$ cat config.mk
export PLATFORM = sky130hd
export DESIGN_NAME = mdu_sequencer
export DESIGN_NICKNAME = d
export VERILOG_FILES = /design/src/rtl/mdu_sequencer.sv
export SDC_FILE = /design/constraint.sdc
export NUM_CORES = 1
export LEC_CHECK = 0
export CORE_MARGIN = 2
export CORE_UTILIZATION = 53
export CTS_BUF_LIST = sky130_fd_sc_hd__clkbuf_2 sky130_fd_sc_hd__clkbuf_4 sky130_fd_sc_hd__clkbuf_8
export CTS_CLUSTER_DIAMETER = 150
export DETAILED_ROUTE_END_ITERATION = 6
export PLACE_DENSITY = 0.79
export SYNTH_ARGS = -nofsm -noshare
export SYNTH_HDL_FRONTEND = slang
export SYNTH_SLANG_ARGS = --single-unit
$ cat constraint.sdc
create_clock -name clk -period 4.5 [get_ports clk]
set_clock_uncertainty 0.05 [all_clocks]
set_input_delay 0.45 -clock clk [delete_from_list [all_inputs] [get_ports clk]]
set_output_delay 0.45 -clock clk [all_outputs]
set_load 0.05 [all_outputs]
$ cat src/rtl/mdu_sequencer.sv
// Iterative 32-bit multiply/divide sequencer producing MIPS-style HI/LO.
// Borrows an external combinational ALU for its add/subtract each step.
module mdu_sequencer #(
  parameter int         WIDTH   = 32,
  parameter logic [3:0] ALU_ADD = 4'b0001,
  parameter logic [3:0] ALU_SUB = 4'b0011
) (
  input  logic             clk,
  input  logic             rst,
  input  logic             start,
  input  logic [1:0]       op,
  input  logic [WIDTH-1:0] a,
  input  logic [WIDTH-1:0] b,
  output logic             busy,
  output logic             done,
  output logic [WIDTH-1:0] hi,
  output logic [WIDTH-1:0] lo,
  output logic             div_zero,
  output logic [WIDTH-1:0] alu_a,
  output logic [WIDTH-1:0] alu_b,
  output logic [3:0]       alu_ctr,
  input  logic [WIDTH-1:0] alu_res
);

  // state | meaning
  // IDLE  | waiting for start; operands latched on accept
  // RUN   | 32 shift/add or shift/subtract steps through the ALU
  // FIXUP | sign correction and divide-by-zero substitution
  // DONE  | hi/lo valid, done pulse
  typedef enum logic [1:0] {S_IDLE, S_RUN, S_FIXUP, S_DONE} state_t;

  localparam logic [WIDTH-1:0]   ONE  = {{(WIDTH-1){1'b0}}, 1'b1};
  localparam logic [2*WIDTH-1:0] ONE2 = {{(2*WIDTH-1){1'b0}}, 1'b1};

  state_t           state, state_nx;
  logic [5:0]       cnt;
  logic [1:0]       op_q;
  logic             neg_a, neg_b, b_zero;
  logic [WIDTH-1:0] a_q, p_hi, p_lo, m;
  logic [WIDTH-1:0] p_hi_nx, p_lo_nx, fix_hi, fix_lo, div_r;
  logic [WIDTH-1:0] abs_a, abs_b;
  logic             sgn_op, a_neg_in, b_neg_in;
  logic [2*WIDTH-1:0] prod, prod_neg;

  assign sgn_op   = ~op[0];
  assign a_neg_in = sgn_op & a[WIDTH-1];
  assign b_neg_in = sgn_op & b[WIDTH-1];
  // 0x80000000 negates to itself, which is the correct unsigned magnitude
  assign abs_a    = a_neg_in ? (~a + ONE) : a;
  assign abs_b    = b_neg_in ? (~b + ONE) : b;

  assign busy = (state != S_IDLE);
  assign done = (state == S_DONE);

  assign div_r    = {p_hi[WIDTH-2:0], p_lo[WIDTH-1]};
  assign prod     = {p_hi, p_lo};
  assign prod_neg = ~prod + ONE2;

  always_comb begin
    state_nx = state;
    alu_ctr  = ALU_ADD;
    alu_a    = '0;
    alu_b    = '0;
    p_hi_nx  = p_hi;
    p_lo_nx  = p_lo;
    case (state)
      S_IDLE:  if (start) state_nx = S_RUN;
      S_RUN: begin
        if (cnt == 6'd0) state_nx = S_FIXUP;
        if (!op_q[1]) begin
          alu_ctr = ALU_ADD;
          alu_a   = p_hi;
          alu_b   = p_lo[0] ? m : '0;
          // carry out of the 32-bit add becomes the new top bit
          p_hi_nx = {(alu_res < p_hi), alu_res[WIDTH-1:1]};
          p_lo_nx = {alu_res[0], p_lo[WIDTH-1:1]};
        end else begin
          alu_ctr = ALU_SUB;
          alu_a   = div_r;
          alu_b   = m;
          // a set msb means the shifted remainder exceeds any 32-bit divisor
          if (p_hi[WIDTH-1] || (alu_res <= div_r)) begin
            p_hi_nx = alu_res;
            p_lo_nx = {p_lo[WIDTH-2:0], 1'b1};
          end else begin
            p_hi_nx = div_r;
            p_lo_nx = {p_lo[WIDTH-2:0], 1'b0};
          end
        end
      end
      S_FIXUP: state_nx = S_DONE;
      default: state_nx = S_IDLE;
    endcase
  end

  always_comb begin
    fix_hi = p_hi;
    fix_lo = p_lo;
    if (!op_q[1]) begin
      if (neg_a ^ neg_b) {fix_hi, fix_lo} = prod_neg;
    end else if (b_zero) begin
      fix_hi = a_q;
      fix_lo = '1;
    end else begin
      if (neg_a ^ neg_b) fix_lo = ~p_lo + ONE;
      if (neg_a)         fix_hi = ~p_hi + ONE;
    end
  end

  always_ff @(posedge clk) begin
    if (rst) begin
      state    <= S_IDLE;
      cnt      <= '0;
      op_q     <= '0;
      neg_a    <= 1'b0;
      neg_b    <= 1'b0;
      b_zero   <= 1'b0;
      a_q      <= '0;
      p_hi     <= '0;
      p_lo     <= '0;
      m        <= '0;
      hi       <= '0;
      lo       <= '0;
      div_zero <= 1'b0;
    end else begin
      state <= state_nx;
      case (state)
        S_IDLE: if (start) begin
          op_q     <= op;
          neg_a    <= a_neg_in;
          neg_b    <= b_neg_in;
          b_zero   <= (b == '0);
          a_q      <= a;
          p_hi     <= '0;
          p_lo     <= abs_a;
          m        <= abs_b;
          cnt      <= 6'd31;
          div_zero <= 1'b0;
        end
        S_RUN: begin
          p_hi <= p_hi_nx;
          p_lo <= p_lo_nx;
          cnt  <= cnt - 6'd1;
        end
        S_FIXUP: begin
          hi       <= fix_hi;
          lo       <= fix_lo;
          div_zero <= op_q[1] & b_zero;
        end
        default: ;
      endcase
    end
  end

endmodule
### Word level (Yosys, flattened, before mapping)

Cells that the tools add are included.

* register bits: 206
* input bits: 101
* output and inout port bits: 135
* logic and storage cells: 79

* add/subtract/negate cells: 6
* magnitude comparators: 2
* equality and inequality tests: 5
* muxes and demuxes: 32
* bitwise logic cells: 10
* reduce and logical (&&, ||, !) cells: 11

Operators by type and width (count)
* 32-bit two-way mux: 20
* 32-bit by 1-bit adder with 32-bit output, second input constant: 4
* 32-bit inverter: 4
* 32-bit case mux with 2 select lines: 2
* 64-bit by 1-bit adder with 64-bit output, second input constant: 1
* 64-bit inverter: 1
* 32-bit <= comparator: 1
* 32-bit zero test: 1
* 32-bit < comparator: 1
* 6-bit case mux with 2 select lines: 1
* 2-bit two-way mux: 4
* 2-bit AND reduction: 4
* 6-bit zero test: 1
* 6-bit two-way mux: 1
* 2-bit case mux with 3 select lines: 1
* 2-bit nonzero test: 3
* 6-bit by 1-bit subtractor with 6-bit output, second input constant: 1
* 2-bit equality test, second input constant: 2
* 2-bit inequality test, second input constant: 2
* 1-bit AND: 3
* 2-bit by 1-bit equality test with 1-bit output, second input constant: 1
* 2-bit zero test: 1
* 1-bit two-way mux: 2
* 1-bit case mux with 2 select lines: 1
* other kinds (3): 3

### Logic depth before layout (Yosys ltp)

* depth in word-level cells: 5
* gate-level depth with buffers: 10
* mapped depth without buffers: 8

### Worst setup path after synthesis

OpenSTA, ideal clock, no wires.

* kind: flip-flop to output port
* from: register op_q[1]
* to: output port alu_a[0]
* data arrival time: 2.402 ns
* data required time: 4.000 ns
* setup slack: 1.598 ns
* cell stages (with the launch flop): 7
* buffers on the path: 4
* cells stage by stage: dfxtp_1 clkbuf_1 clkbuf_1 buf_1 clkbuf_1 mux2i_1 nor2_1

* longest elaborated chain between the ends: 2

Ends and longest elaborated chain
* start: declaration: RTL line 37 `logic [1:0] op_q;`
* start signal: assignment: RTL line 129 `op_q <= op;`
* 32-bit two-way mux: RTL line 70 `if (!op_q[1]) begin`
* 32-bit two-way mux: RTL line 66 `case (state)`
* end: declaration: RTL line 19 `output logic [WIDTH-1:0] alu_a,`

Every way passes these cells.

### Worst setup path in the final report

* from: register p_lo[23]
* to: register hi[31]

* longest elaborated chain between the ends: 4

Ends and longest elaborated chain
* start: declaration: RTL line 39 `logic [WIDTH-1:0] a_q, p_hi, p_lo, m;`
* start signal: assignment: RTL line 135 `p_lo <= abs_a;`
* start signal: assignment: RTL line 142 `p_lo <= p_lo_nx;`
* 64-bit inverter: RTL line 57 `assign prod_neg = ~prod + ONE2;`
* 64-bit by 1-bit adder with 64-bit output: RTL line 57
* 32-bit two-way mux: RTL line 100 `if (neg_a ^ neg_b) {fix_hi, fix_lo} = prod_neg;`
* 32-bit two-way mux: RTL line 99 `if (!op_q[1]) begin`
* end signal: assignment: RTL line 146 `hi <= fix_hi;`
* end: declaration: RTL line 16 `output logic [WIDTH-1:0] hi,`

Every way passes these cells.
A chain may end at the register's enable or synchronous reset.

==> impl_metrics.py <==
metrics = {
    "global_route": {
        "grt_pass1_wl_mm": 84.8,
        "overflow": 0,
        "grt_max_degree": 64,
        "grtUsageTotal": 0.360,
        "antenna_found_initial": 0,
        "grt_pass1_vias": 15600,
    },
    "placement": {
        "port_buffers": 232,
        "dp_hpwl_mm": 39.1,
        "place.gp.congestion": 0.959,
        "dp_cells": 2501,
        "placed_area_sq_um": 18100,
    },
    "clock_tree": {
        "ctsResizeCount": 0,
        "clock_sinks": 205,
        "clockBufferDepth": 3,
        "cts_setup_buffers": 0,
        "cts_tree": "yes",
        "cts-root-buf": "clkbuf_8",
        "clkLatencyLatePin_ns": 0.57,
        "htree_levels": 2,
        "ctsHoldBuffers": 0,
        "numCtsBuffers": 39,
        "clk_pin_slew_ns": 0.06,
    },
    "critical_path": {
        "cp_top_family": "simple AND/OR/NAND/NOR gates",
        "critPathCaptureType": "flip-flop",
        "critical_path_buf_inv_count": 0,
        "crit_chain": "nor4_1 -> nand3_1 -> nor4_1 -> a21oi_1 -> xnor2_1 -> a2111oi_0",
        "crit_slowest_cell": "nor4_1",
        "path_max_fanout": 15,
        "worstPathArrival_ns": 4.17,
        "critical_path_class": "reg2reg",
        "crit_required_ns": 4.86,
        "cpMostUsedCell": "nor4_1",
        "worstSetupStartpointType": "flip-flop",
        "crit_path_max_incr_delay_ns": 0.86,
        "r2r_setup_slack_ns": 0.70,
    },
    "die": {
        "core-area_sq_um": 27800,
        "die_w_um": 172,
        "ios": 236,
        "initial_core_util": 0.539,
        "rows": 61,
        "die_h_um": 172,
        "die-area_sq_um": 29600,
    },
    "routing": {
        "finalWirelength_mm": 53.9,
        "drtPass1Iterations": 6,
        "wire_per_inst_um": 21.0,
        "drc": 0,
        "final_antenna_net_count": 0,
        "vias_per_cell": 6.33,
        "drt_iter0_markers": 1849,
        "vias": 16300,
    },
    "layout": {
        "area_growth_pct": 26.9,
        "final_common_cell": "nand2_1",
        "final_nets": 2339,
        "most-common-layout-cells": "247 x nand2_1, 239 x nor2_1, 204 x dfxtp_1",
        "instances_no_fill": 2569,
        "final_util": 0.684,
        "drive_gt1_frac": 0.0922,
        "final_area_sq_um": 19000,
        "regArea_sq_um": 4110,
        "multi_input_area_sq_um": 10000,
        "diodes": 0,
        "nFillCells": 2353,
    },
    "yosys": {
        "syn_avg_cell_area_sq_um": 7.40,
        "synth-seq-cells": 205,
        "yosys_warnings": 0,
        "synth_area_sq_um": 15000,
        "synth_edf_count": 0,
        "synth-async-reset-ratio": 0,
        "synthFlopType": "dfxtp_1",
        "seq_area_frac_synth": 0.274,
        "yosysUniqueCellTypes": 74,
        "syn_inst": 2025,
    },
    "sta": {
        "setup_viol": 0,
        "rsz0062_at_grt": "no",
        "max_freq_mhz": 263,
        "slew_violations": 0,
        "setup_tns_ns": 0,
        "tightest_slew_ns": 1.28,
        "slew_headroom": 0.142,
        "finalHoldViolCount": 0,
        "post-route-period-util": 0.845,
        "fin_crit_ns": 3.80,
    },
    "power": {
        "total_power_mw": 8.73,
        "ir_drop_mv": 0.286,
        "p_leak_nw": 6.76,
        "power_density_nw_per_um2": 459,
    },
    "min_path": {
        "min_path_type": "in2reg",
    },
    "flow_run": {
        "max_cap_violations": 0,
    },
    "run_status": {
        "outcome": "complete, no violations",
    },
}
## cells by family (layout without fill, tap and decap cells)
logic type | after synthesis | count (layout) | synth area share
buffers and inverters | 232 | 397 | 0.0602
adder cells (fa/ha/maj) | 74 | 74 | 0.0618
other | 2 | 3 | 0.000501
XOR/XNOR | 113 | 113 | 0.0661
multiplexers | 71 | 71 | 0.0478
flip-flops | 205 | 205 | 0.274
AO/OA/AOI/OAI | 557 | 557 | 0.249
AND/OR/NAND/NOR | 771 | 771 | 0.241
## power by group
part           internal, mW  total (mW)  switching (mW)
clock network          1.26        2.14           0.884
registers              2.16        2.58           0.422
logic                  1.40        4.01            2.62
## area by class of cell
type                       count  area share
clock buffer                  62      0.0426
clock inverter                 6     0.00467
inverter                      57      0.0113
multi-input combinational   1589       0.528
sequential                   205       0.216
tap                          378      0.0249
timing repair buffer         272       0.173
## flip-flops by register name, indices dropped and copies added, names as in the netlist
signal and cells:
cnt 6, m 32, lo 32, neg_a 1
state 2, b_zero 1, p_lo 32, hi 32
p_hi 32, a_q 32, div_zero 1, op_q 1
neg_b 1
## per-layer routing
metal / GRT usage / wire, um
met1: 0.467 / 22000
met4: 0.148 / 2260
met3: 0.0867 / 5530
met2: 0.574 / 24100
met5: 0 / 0
## final timing paths
| check | start | endpoint | cells past startpoint |
|---|---|---|---|
| max | p_lo[23]$_SDFFE_PP0P_ | hi[31]$_SDFFE_PP0P_ | 6 |
| min | rst | p_lo[28]$_SDFFE_PP0P_ | 2 |
| max reg2reg | p_lo[23]$_SDFFE_PP0P_ | hi[31]$_SDFFE_PP0P_ | 6 |
| min reg2reg | m[28]$_SDFFE_PP0P_ | m[28]$_SDFFE_PP0P_ | 2 |
## synth_stat cells, types with 28 or more instances
| cell type | instances | area, sq um |
|---|---|---|
| o21ai_0 | 86 | 430 |
| nor4_1 | 55 | 344 |
| a21oi_1 | 140 | 701 |
| xor2_1 | 48 | 420 |
| clkbuf_1 | 148 | 556 |
| dfxtp_1 | 205 | 4100 |
| nand3_1 | 28 | 140 |
| mux2i_1 | 67 | 671 |
| o21a_1 | 37 | 278 |
| nor2_1 | 240 | 901 |
| nand2_1 | 247 | 927 |
| inv_1 | 56 | 210 |
| a211oi_1 | 98 | 736 |
| xnor2_1 | 65 | 569 |
| nor3_1 | 34 | 170 |
| and2_1 | 43 | 269 |
| ha_1 | 74 | 926 |
## metrics by stage
step,hold slack (ns),worst slack (ns)
final,0.369,0.697
after global placement,0.380,1.00
after CTS,0.348,0.870
after floorplan,0.367,1.60
after global routing,0.407,0.547
after detailed placement,0.390,0.931
Power figures use the tool's default switching activity.
